<file path="src/rtl/qspi_seq_pkg.sv">
// Shared definitions for the QSPI flash operation sequencer.
// Holds flash opcodes, the operation-type and FSM state encodings, flag status
// register bit positions and the operation validation rule.
package qspi_seq_pkg;

    // Flash opcodes issued through the shift engine
    localparam logic [7:0] CmdWren = 8'h06;
    localparam logic [7:0] CmdPp   = 8'h02;
    localparam logic [7:0] CmdSe   = 8'hD8;
    localparam logic [7:0] CmdBe   = 8'hC7;
    localparam logic [7:0] CmdRfsr = 8'h70;

    // Flag status register bit positions
    localparam int unsigned FsrReady    = 7;
    localparam int unsigned FsrEraseErr = 5;
    localparam int unsigned FsrProgErr  = 4;

    typedef enum logic [1:0] {
        OpPp   = 2'd0,
        OpSe   = 2'd1,
        OpBe   = 2'd2,
        OpRsvd = 2'd3
    } op_type_e;

    typedef enum logic [3:0] {
        StIdle,
        StWrenIssue,
        StWrenWait,
        StOpIssue,
        StOpWait,
        StGap,
        StPollIssue,
        StPollWait,
        StDone
    } state_e;

    // A page program must stay inside one 256-byte page and carry 1..256 bytes.
    function automatic logic op_is_invalid(logic [1:0] op_type, logic [7:0] page_off,
                                           logic [8:0] len);
        logic [9:0] end_off;
        end_off = {2'b00, page_off} + {1'b0, len};
        if (op_type == OpRsvd) begin
            return 1'b1;
        end
        if (op_type == OpPp) begin
            return (len == 9'd0) || (len > 9'd256) || (end_off > 10'd256);
        end
        return 1'b0;
    endfunction

endpackage

</file>
<file path="src/rtl/qspi_poll_timer.sv">
// Poll pacing for the flash operation sequencer.
// Ports:
//   clk_i, rst_ni  clock, asynchronous active-high reset
//   gap_run        high while the sequencer sits in its inter-poll gap
//   gap_done       high in the last of POLL_GAP gap cycles
//   poll_clear     zero the poll counter
//   poll_inc       count one issued status poll (saturating at 16 bits)
//   poll_at_limit  poll counter equals MAX_POLLS
module qspi_poll_timer #(
    parameter int unsigned POLL_GAP  = 8,
    parameter int unsigned MAX_POLLS = 65535
) (
    input  logic clk_i,
    input  logic rst_ni,
    input  logic gap_run,
    output logic gap_done,
    input  logic poll_clear,
    input  logic poll_inc,
    output logic poll_at_limit
);

    localparam int unsigned GapW = (POLL_GAP > 1) ? $clog2(POLL_GAP) : 1;

    logic [GapW-1:0] gap_cnt_q, gap_cnt_d;
    logic [15:0]     poll_cnt_q, poll_cnt_d;

    // The gap counter restarts whenever the sequencer leaves the gap state.
    always_comb begin
        gap_cnt_d = '0;
        gap_done  = 1'b0;
        if (gap_run) begin
            if (gap_cnt_q == GapW'(POLL_GAP - 1)) begin
                gap_done = 1'b1;
            end else begin
                gap_cnt_d = gap_cnt_q + 1'b1;
            end
        end
    end

    always_comb begin
        poll_cnt_d = poll_cnt_q;
        if (poll_clear) begin
            poll_cnt_d = '0;
        end else if (poll_inc && (poll_cnt_q != 16'hFFFF)) begin
            poll_cnt_d = poll_cnt_q + 16'd1;
        end
    end

    assign poll_at_limit = (poll_cnt_q == 16'(MAX_POLLS));

    always_ff @(posedge clk_i or posedge rst_ni) begin
        if (rst_ni) begin
            gap_cnt_q  <= '0;
            poll_cnt_q <= '0;
        end else begin
            gap_cnt_q  <= gap_cnt_d;
            poll_cnt_q <= poll_cnt_d;
        end
    end

endmodule

</file>
<file path="src/rtl/qspi_flash_op_sequencer.sv">
// Sequences page program / sector erase / bulk erase on the QSPI shift engine:
// WREN, the operation opcode, then RFSR polling until the flash reports ready.
// Ports:
//   clk_i, rst_ni           clock, asynchronous active-high reset
//   op_*                    operation request from the front end (valid/ready)
//   done_o, err_o, timeout_o one-cycle completion pulse with status
//   busy_o                  sequencer not idle
//   eng_*                   transaction request/response to the shift engine
module qspi_flash_op_sequencer
    import qspi_seq_pkg::*;
#(
    parameter int unsigned ADDR_W    = 24,
    parameter int unsigned POLL_GAP  = 8,
    parameter int unsigned MAX_POLLS = 65535
) (
    input  logic              clk_i,
    input  logic              rst_ni,
    input  logic              op_valid_i,
    output logic              op_ready_o,
    input  logic [1:0]        op_type_i,
    input  logic [ADDR_W-1:0] op_addr_i,
    input  logic [8:0]        op_len_i,
    output logic              done_o,
    output logic              err_o,
    output logic              timeout_o,
    output logic              busy_o,
    output logic              eng_valid_o,
    input  logic              eng_ready_i,
    output logic [7:0]        eng_cmd_o,
    output logic              eng_has_addr_o,
    output logic [ADDR_W-1:0] eng_addr_o,
    output logic [8:0]        eng_len_o,
    output logic              eng_dir_o,
    input  logic              eng_done_i,
    input  logic [7:0]        eng_rdata_i
);

    state_e            state_q, state_d;
    op_type_e          op_type_q, op_type_d;
    logic [ADDR_W-1:0] op_addr_q, op_addr_d;
    logic [8:0]        op_len_q, op_len_d;
    logic              err_q, err_d;
    logic              timeout_q, timeout_d;

    logic gap_done, poll_clear, poll_inc, poll_at_limit;
    logic reject;

    assign reject = op_is_invalid(op_type_i, op_addr_i[7:0], op_len_i);

    qspi_poll_timer #(
        .POLL_GAP  (POLL_GAP),
        .MAX_POLLS (MAX_POLLS)
    ) u_poll_timer (
        .clk_i         (clk_i),
        .rst_ni        (rst_ni),
        .gap_run       (state_q == StGap),
        .gap_done      (gap_done),
        .poll_clear    (poll_clear),
        .poll_inc      (poll_inc),
        .poll_at_limit (poll_at_limit)
    );

    always_comb begin
        state_d        = state_q;
        op_type_d      = op_type_q;
        op_addr_d      = op_addr_q;
        op_len_d       = op_len_q;
        err_d          = err_q;
        timeout_d      = timeout_q;
        poll_clear     = 1'b0;
        poll_inc       = 1'b0;
        op_ready_o     = 1'b0;
        done_o         = 1'b0;
        err_o          = 1'b0;
        timeout_o      = 1'b0;
        busy_o         = (state_q != StIdle);
        eng_valid_o    = 1'b0;
        eng_cmd_o      = 8'h00;
        eng_has_addr_o = 1'b0;
        eng_addr_o     = '0;
        eng_len_o      = 9'd0;
        eng_dir_o      = 1'b0;

        unique case (state_q)
            StIdle: begin
                op_ready_o = 1'b1;
                if (op_valid_i) begin
                    op_type_d = op_type_e'(op_type_i);
                    op_addr_d = op_addr_i;
                    op_len_d  = op_len_i;
                    err_d     = reject;
                    timeout_d = 1'b0;
                    state_d   = reject ? StDone : StWrenIssue;
                end
            end
            StWrenIssue: begin
                eng_valid_o = 1'b1;
                eng_cmd_o   = CmdWren;
                if (eng_ready_i) state_d = StWrenWait;
            end
            StWrenWait: begin
                if (eng_done_i) state_d = StOpIssue;
            end
            StOpIssue: begin
                eng_valid_o = 1'b1;
                unique case (op_type_q)
                    OpPp: begin
                        eng_cmd_o      = CmdPp;
                        eng_has_addr_o = 1'b1;
                        eng_addr_o     = op_addr_q;
                        eng_len_o      = op_len_q;
                    end
                    OpSe: begin
                        eng_cmd_o      = CmdSe;
                        eng_has_addr_o = 1'b1;
                        eng_addr_o     = op_addr_q;
                    end
                    default: begin
                        eng_cmd_o = CmdBe;
                    end
                endcase
                if (eng_ready_i) state_d = StOpWait;
            end
            StOpWait: begin
                if (eng_done_i) begin
                    poll_clear = 1'b1;
                    state_d    = StGap;
                end
            end
            StGap: begin
                if (gap_done) state_d = StPollIssue;
            end
            StPollIssue: begin
                eng_valid_o = 1'b1;
                eng_cmd_o   = CmdRfsr;
                eng_len_o   = 9'd1;
                eng_dir_o   = 1'b1;
                if (eng_ready_i) begin
                    poll_inc = 1'b1;
                    state_d  = StPollWait;
                end
            end
            StPollWait: begin
                if (eng_done_i) begin
                    // Ready takes precedence over the poll limit on the final poll.
                    if (eng_rdata_i[FsrReady]) begin
                        err_d   = eng_rdata_i[FsrProgErr] | eng_rdata_i[FsrEraseErr];
                        state_d = StDone;
                    end else if (poll_at_limit) begin
                        err_d     = 1'b1;
                        timeout_d = 1'b1;
                        state_d   = StDone;
                    end else begin
                        state_d = StGap;
                    end
                end
            end
            StDone: begin
                done_o    = 1'b1;
                err_o     = err_q;
                timeout_o = timeout_q;
                state_d   = StIdle;
            end
            default: begin
                state_d = StIdle;
            end
        endcase
    end

    always_ff @(posedge clk_i or posedge rst_ni) begin
        if (rst_ni) begin
            state_q   <= StIdle;
            op_type_q <= OpPp;
            op_addr_q <= '0;
            op_len_q  <= '0;
            err_q     <= 1'b0;
            timeout_q <= 1'b0;
        end else begin
            state_q   <= state_d;
            op_type_q <= op_type_d;
            op_addr_q <= op_addr_d;
            op_len_q  <= op_len_d;
            err_q     <= err_d;
            timeout_q <= timeout_d;
        end
    end

endmodule

</file>
<file path="config.mk">
export PLATFORM = sky130hd
export DESIGN_NAME = qspi_flash_op_sequencer
export DESIGN_NICKNAME = d
export VERILOG_FILES = /design/src/rtl/qspi_seq_pkg.sv /design/src/rtl/qspi_poll_timer.sv /design/src/rtl/qspi_flash_op_sequencer.sv
export SDC_FILE = /design/constraint.sdc
export NUM_CORES = 1
export LEC_CHECK = 0
export BUFFER_PORTS_ARGS = -buffer_cell sky130_fd_sc_hd__buf_2
export CAP_MARGIN = 20
export CORE_ASPECT_RATIO = 1.2
export CORE_MARGIN = 10
export CORE_UTILIZATION = 53
export DETAILED_ROUTE_END_ITERATION = 12
export PLACE_DENSITY = 0.83
export RECOVER_POWER = 100
export SKIP_LAST_GASP = 1
export SYNTH_ARGS = -nofsm -noshare
export SYNTH_HDL_FRONTEND = slang
export SYNTH_SLANG_ARGS = --single-unit
</file>
<file path="constraint.sdc">
create_clock -name clk_i -period 2.3 [get_ports clk_i]
set_input_delay 0.23 -clock clk_i [delete_from_list [all_inputs] [get_ports clk_i]]
set_output_delay 0.23 -clock clk_i [all_outputs]
set_load 0.005 [all_outputs]
</file>
# After elaboration in Yosys (flattened, before gate mapping)
# Index checks and enable logic that the tools add are counted.
[op_classes]
magnitude_cmp = 2
eq_ne = 24
reduce_logical = 16
addsub = 3
n_bitwise = 1
muxes = 52
[ops]
columns = ["operator", "n"]
rows = [
  ["two-way mux 24 bit", 2],
  ["two-way mux 4 bit", 11],
  ["two-way mux 16 bit", 2],
  ["case mux 4 bit (8 select lines)", 1],
  ["two-way mux 1 bit", 28],
  ["case mux 8 bit (3 select lines)", 1],
  ["inequality test 2 bit (second input constant)", 10],
  ["case mux 9 bit (2 select lines)", 1],
  ["adder 16 x 1 -> 16 bit (second input constant)", 1],
  ["equality test 16 bit (second input constant)", 1],
  ["equality test 4 x 3 -> 1 bit (second input constant)", 4],
  ["inequality test 16 bit (second input constant)", 1],
  ["case mux 8 bit (2 select lines)", 1],
  ["adder 8 x 9 -> 10 bit", 1],
  ["greater-than comparator 10 x 9 -> 1 bit (second input constant)", 1],
  ["greater-than comparator 9 bit (second input constant)", 1],
  ["logical NOT 9 bit", 1],
  ["two-way mux 9 bit", 1],
  ["equality test 4 x 2 -> 1 bit (second input constant)", 2],
  ["AND reduction 8 bit", 1],
  ["two-way mux 3 bit", 2],
  ["AND reduction 5 bit", 1],
  ["equality test 4 x 1 -> 1 bit (second input constant)", 1],
  ["equality test 4 bit (second input constant)", 1],
  ["17 further kinds", 21],
]
[totals]
reg_bits = 60
in_bits = 48
out_inout_bits = 49

# Longest topological paths before layout
[depth]
word_depth = 9
mapped_depth = 10

# By module
# Synthesis repeated with hierarchy kept, for this count alone.
[unflattened]
hier_cells = 364
hier_area_um2 = 3671.0
[modules_own_cells]
columns = ["mod", "seq_area_each_um2", "area_per_inst_um2", "cells_per_inst", "instances"]
rows = [
  ["qspi_flash_op_sequencer", 1026.0, 2596.2, 261, 1],
  ["qspi_poll_timer", 475.5, 1074.8, 103, 1],
]

# Worst setup path before layout
# No wires, ideal clock.
[synth_path]
path_type = "input to register"
startpoint = "in op_addr_i[0]"
endpoint = "reg err_q"
setup_ns = 0.128
setup_slack_ns = 0.335
arrival_time_ns = 1.837
required_ns = 2.172
path_stages = 10
n_path_buf = 0
cell_sequence = "ha_1 -> inv_1 -> fa_1 -> nor2b_1 -> nor2_1 -> o21ai_0 -> xor2_1 -> nor4_1 -> nand3b_1 -> a31oi_1"
[synth_between]
elab_chain_cells = 8
[synth_rtl]
columns = ["item", "line", "source"]
rows = [
  ["start: declaration", "qspi_flash_op_sequencer.sv:21", "input logic [ADDR_W-1:0] op_addr_i,"],
  ["adder 8 x 9 -> 10 bit", "qspi_seq_pkg.sv:41", "end_off = {2'b00, page_off} + {1'b0, len};"],
  ["greater-than comparator 10 x 9 -> 1 bit", "qspi_seq_pkg.sv:46", "return (len == 9'd0) || (len > 9'd256) || (end_off > 10'd256);"],
  ["logical OR 1 bit", "qspi_seq_pkg.sv:46", ""],
  ["two-way mux 1 bit", "qspi_seq_pkg.sv:45", "if (op_type == OpPp) begin"],
  ["two-way mux 1 bit", "qspi_seq_pkg.sv:48", "return 1'b0;"],
  ["two-way mux 1 bit", "qspi_seq_pkg.sv:45", ""],
  ["two-way mux 1 bit", "qspi_flash_op_sequencer.sv:87", "if (op_valid_i) begin"],
  ["case mux 1 bit (2 select lines)", "qspi_flash_op_sequencer.sv:84", "unique case (state_q)"],
  ["end signal: assignment", "qspi_flash_op_sequencer.sv:183", "err_q <= err_d;"],
  ["end: declaration", "qspi_flash_op_sequencer.sv:42", "logic err_q, err_d;"],
]
# No other way between the ends. The select of a mux whose other input is x is not followed.
# A chain may end at the register's enable or synchronous reset.

# Worst setup path in the final report
[layout_path]
startpoint = "reg state_q[3]"
endpoint = "out eng_cmd_o[6]"
[layout_between]
elab_chain_cells = 2
[layout_rtl]
columns = ["item", "line", "source"]
rows = [
  ["start: declaration", "qspi_flash_op_sequencer.sv:38", "state_e state_q, state_d;"],
  ["start signal: assignment", "qspi_flash_op_sequencer.sv:172", "state_q <= StIdle;"],
  ["start signal: assignment", "qspi_flash_op_sequencer.sv:179", "state_q <= state_d;"],
  ["equality test 4 x 3 -> 1 bit (tied with other cells)", "qspi_flash_op_sequencer.sv:84", ""],
  ["case mux 8 bit (3 select lines) *", "qspi_flash_op_sequencer.sv:84", ""],
  ["end: declaration", "qspi_flash_op_sequencer.sv:29", "output logic [7:0] eng_cmd_o,"],
]
# Mark *: on every way between the ends. The rest lies on a longest branch, timed or not.

==> flow_results.org <==
** Status
- The run finished with clean final reports.

** Synthesis
- Yosys Warn Count :: 0
- Synth Cell Area :: roughly 0.0035 mm^2
- Synthesized area divided by synthesized cell count :: about 10 um^2
- Number of enable flip-flop cells after synthesis :: 0
- Yosys mapped the design onto 60 distinct sky130hd cell types.
- Flops & latches, synth :: 60
- Synth Flop Type :: sky130_fd_sc_hd__dfrtp_1
- Top-count cell post-synth :: sky130_fd_sc_hd__dfrtp_1
- The share of synthesized area in the top cell type comes to 0.424.
- Sequential cell area fraction in the yosys report :: 0.424
- Syn nets :: 407
- Counting instances in the post-synthesis netlist gives the leading cell types as sky130_fd_sc_hd__dfrtp_1, sky130_fd_sc_hd__and3_1, sky130_fd_sc_hd__nor2_1.
- Async SR Flop Fraction :: 1.00
- Of all cell types, the one taking the most synthesized area is sky130_fd_sc_hd__dfrtp_1.
- Yosys attributes the largest share of cell area to sky130_fd_sc_hd__dfrtp_1, sky130_fd_sc_hd__mux2_2, sky130_fd_sc_hd__and3_1.
- Counting every instance in the synthesized netlist gives 347.

** Route
- Final ANT Viol Nets :: 0
- DR vias :: 3,034
- Metal3 WL :: 719 um
- Amount of wire on met2 after detailed routing :: around 4600 um
- DRC violations left :: 0
- Dividing the detail-routed wire length by the instance count gives about 17 um.
- Routed wire length :: 9250 um
- First-pass iteration count of the detailed router :: 4
- Avg Vias per Cell :: 5.67
- Top layer reached by signal wires :: met4
- Violation count after the first detailed-route iteration :: 181
- Routed metal-1 wire length :: 3860 um

** Floorplanning
- Number of top-level pins :: 97
- In this run the horizontal extent of the chip is 94.6 um.
- The initial utilization of the core area, before any placement, comes to 0.549.
- Die outline area :: 0.0104 mm^2
- The total area inside the core boundary comes to 0.00645 mm^2.
- The die is between 100 and 150 um tall.
- Standard-cell row count :: 32

** Worst setup path
- Sort of element at the start of the critical path :: flop
- In this run the critical register-to-register path is captured at op_addr_q[12].
- Cell-by-cell listing of the critical path :: buf_4 -> or3_1 -> nor2_1 -> or2_2 -> clkbuf_1
- For the worst setup path, the data required time is 2070 ps.
- Setup CP Type :: reg -> out
- The number of cells on the worst reg-to-reg path is 5.
- Standard cell with the maximum stage delay on the critical path :: sky130_fd_sc_hd__or3_1
- Launching point of the worst reg2reg path :: state_q[1]
- Worst path arrival time :: 1880 ps
- Setup slack on the worst reg-to-reg path comes out at approximately 220 ps.
- STA classifies the critical path endpoint as an output pin.
- Critical path fanouts, max :: 12
- Critical path's largest stage delay :: 430 ps

** Final layout
- Post-layout instance area :: 0.00425 mm^2
- In the final layout, the share of cells above drive strength 1 is 0.284.
- At the end of the flow the core is filled with cells to 0.659.
- After filler insertion, the fill cell instance count of the layout stands at 531.
- 0 antenna diodes ended up in the layout.
- Layout area overhead :: 20.1%
- The net count of the finished layout is roughly 500.

** STA
- Maximum achievable frequency :: 475 MHz
- The final hold violation count is 0.
- Setup violations remaining at the end of the flow were counted as 0.
- The count of pins over their slew limit came to 0.
- Setup repair after global routing left no endpoint under its margin.
- For the pin with the worst max-slew slack, the measured transition is 1080 ps.
- After layout, the worst setup slack is 194 ps.
- Tcrit/Tclk final :: 0.916
- Summed over all failing endpoints, the final setup total negative slack is 0 ps.
- Between clock sinks in the finished design, the worst skew comes to 11.8 ps.
- Measured against its own limit, the worst slew margin works out to 0.279.
- Across all hold checks on the routed design, the worst slack comes to about 100 ps.
- Shortest clock period the worst path allows after layout :: 2110 ps

** Job
- Number of violations of the max-capacitance limit :: 0

** Clock network
- Clock tree synthesis inserted a total of 9 buffers.
- Clock-pin slew was measured on the worst setup and hold paths at 70 ps.
- Clk root buf :: sky130_fd_sc_hd__clkbuf_8
- CTS Sinks :: 60
- Htree depth :: 3
- Maximum clock path buffer count :: 2
- TritonCTS clock tree :: yes
- The later pin in the worst-skew pair is clocked with a latency of 340 ps.
- Buffers inserted during post-CTS setup optimization :: 0

** Worst hold path
- Startpoint of the tightest hold check path :: op_addr_i[11]
- Worst hold path class :: in -> reg
- Worst Hold Endpoint :: op_addr_q[11]
- Counting instances, the worst hold path has a depth of 2.

** Placement
- The congestion estimate from routability-driven global placement came to 0.874.
- After legalization and detailed placement, the total HPWL measured 7080 um.
- Once placement finished, the instance area stood at roughly 0.004 mm^2.
- During placement, the flow inserted port buffers numbering 91.
- Setup WS pre-CTS :: -42.0 ps

** GRT
- Vias in the first global route :: 3,173
- GRT Util Overall :: 0.182
- For this run the aggregate overflow at the end of global routing stands at 0.
- Entering global routing, the biggest net connects 40 pins.
- First-pass GRT wire length :: 15,200 um
- The initial antenna violation count came to 0.

** Power and ir drop
- Internal cell power :: 2760 uW
- In this run the power spent charging and discharging nets is 1630 uW.
- Power density cells :: between 1000 and 1500 mW/mm^2
- Proportion of power drawn by flip-flops and latches :: 0.389
- Of the total power, the clock network draws 0.217.
- Fraction of power consumed by combinational cells :: 0.394
- In this run the static leakage power is 0.00211 uW.
- Across the VDD grid, the largest voltage drop is 584 uV.
- Switching Fraction :: 0.370
[cell families (layout without fill, tap and decap cells)]
kind of cell / count (synthesis) / after routing / share of synthesized area
adders and majority gates: 12 / 12 / 0.0446
AOI/OAI and AO/OA: 47 / 47 / 0.0874
muxes: 37 / 37 / 0.121
buffers and inverters: 27 / 130 / 0.0361
xor gates and xnor gates: 21 / 21 / 0.0520
DFF: 60 / 60 / 0.424
and+or+nand+nor: 143 / 143 / 0.235
[power by group through the flow]
| stage | Clock, uW | Combinational [uW] | Sequential [uW] |
|---|---|---|---|
| 6_report | 953 | 1730 | 1710 |
| 5_1_grt | 1010 | 1940 | 1750 |
| 4_1_cts | 970 | 1820 | 1700 |
| 3_5_place_dp | 0 | 1810 | 1720 |
| 3_3_place_gp | 0 | 1750 | 1690 |
| 2_1_floorplan | 0 | 1310 | 1610 |
[layout by cell type (no fill, tap or decap), types with 4 or more instances in the layout]
| cell | Yosys | final |
|---|---|---|
| sky130_fd_sc_hd__a21o_1 | 4 | 4 |
| sky130_fd_sc_hd__a21oi_1 | 10 | 10 |
| sky130_fd_sc_hd__and3_1 | 35 | 35 |
| sky130_fd_sc_hd__buf_2 | 3 | 54 |
| sky130_fd_sc_hd__buf_4 | 0 | 8 |
| sky130_fd_sc_hd__clkbuf_1 | 11 | 36 |
| sky130_fd_sc_hd__clkbuf_2 | 0 | 4 |
| sky130_fd_sc_hd__clkbuf_8 | 0 | 9 |
| sky130_fd_sc_hd__dfrtp_1 | 60 | 60 |
| sky130_fd_sc_hd__ha_1 | 11 | 11 |
| sky130_fd_sc_hd__inv_1 | 9 | 10 |
| sky130_fd_sc_hd__mux2_1 | 1 | 5 |
| sky130_fd_sc_hd__mux2_2 | 29 | 29 |
| sky130_fd_sc_hd__nand2_1 | 17 | 17 |
| sky130_fd_sc_hd__nand2b_1 | 4 | 4 |
| sky130_fd_sc_hd__nand3_1 | 8 | 8 |
| sky130_fd_sc_hd__nand4_1 | 6 | 6 |
| sky130_fd_sc_hd__nor2_1 | 34 | 34 |
| sky130_fd_sc_hd__nor2b_1 | 6 | 6 |
| sky130_fd_sc_hd__nor3_1 | 5 | 4 |
| sky130_fd_sc_hd__o21ai_0 | 11 | 10 |
| sky130_fd_sc_hd__xnor2_1 | 8 | 8 |
| sky130_fd_sc_hd__xor2_1 | 13 | 13 |
[registers in the layout, summed over array words and instances (netlist names)]
| signal | count |
|---|---|
| timeout_q | 1 |
| u_poll_timer.poll_cnt_q | 16 |
| op_type_q | 2 |
| err_q | 1 |
| u_poll_timer.gap_cnt_q | 3 |
| op_addr_q | 24 |
| state_q | 4 |
| op_len_q | 9 |
[per-stage QoR]
stage | cells | total power (uW)
after floorplan | 347 | 2920
after global placement | 518 | 3440
after detailed placement | 518 | 3520
after CTS | 535 | 4500
after global routing | 535 | 4700
final | 535 | 4390
[how the worst max path moves through the flow]
stage / end / slack, ps / cells after the start / from
2_1_floorplan: err_q / 340 / 10 / op_addr_i[0]
3_3_place_gp: err_q / 70 / 11 / op_len_i[0]
3_5_place_dp: err_q / -40 / 11 / op_len_i[0]
4_1_cts: eng_cmd_o[4] / 190 / 6 / state_q[1]
5_1_grt: eng_addr_o[6] / 50 / 5 / state_q[1]
6_report: eng_cmd_o[6] / 190 / 5 / state_q[3]
[routing by layer]
layer	track usage	vias to the layer above
li1	-	1429
met4	0.0439	0
met2	0.300	114
met3	0.0723	10
met5	0	-
met1	0.219	1481
[repair_timing]
action / in CTS / in global routing
resized for setup: 0 / 1
setup endpoints to repair: 0 / 1
endpoints found under the hold margin: 26 / 0
hold buffers: 1 / 0
[area by class of cell]
class / count / area (um^2) / area share
Clock inverter: 7 / 73.8 / 0.0174
Sequential cell: 60 / 1500 / 0.353
Tap cell: 85 / 106 / 0.0250
Multi-Input combinational cell: 260 / 1890 / 0.445
Inverter: 10 / 37.5 / 0.00883
Clock buffer: 9 / 124 / 0.0292
Timing Repair Buffer: 104 / 515 / 0.121
[worst max-delay path: cells and delay by family, from the launching register on]
family / cells / cell delay, ps
flops: 1 / 420
simple gates: 3 / 790
buf+inv: 2 / 320
No activity file was read; power rests on OpenSTA's default activity.
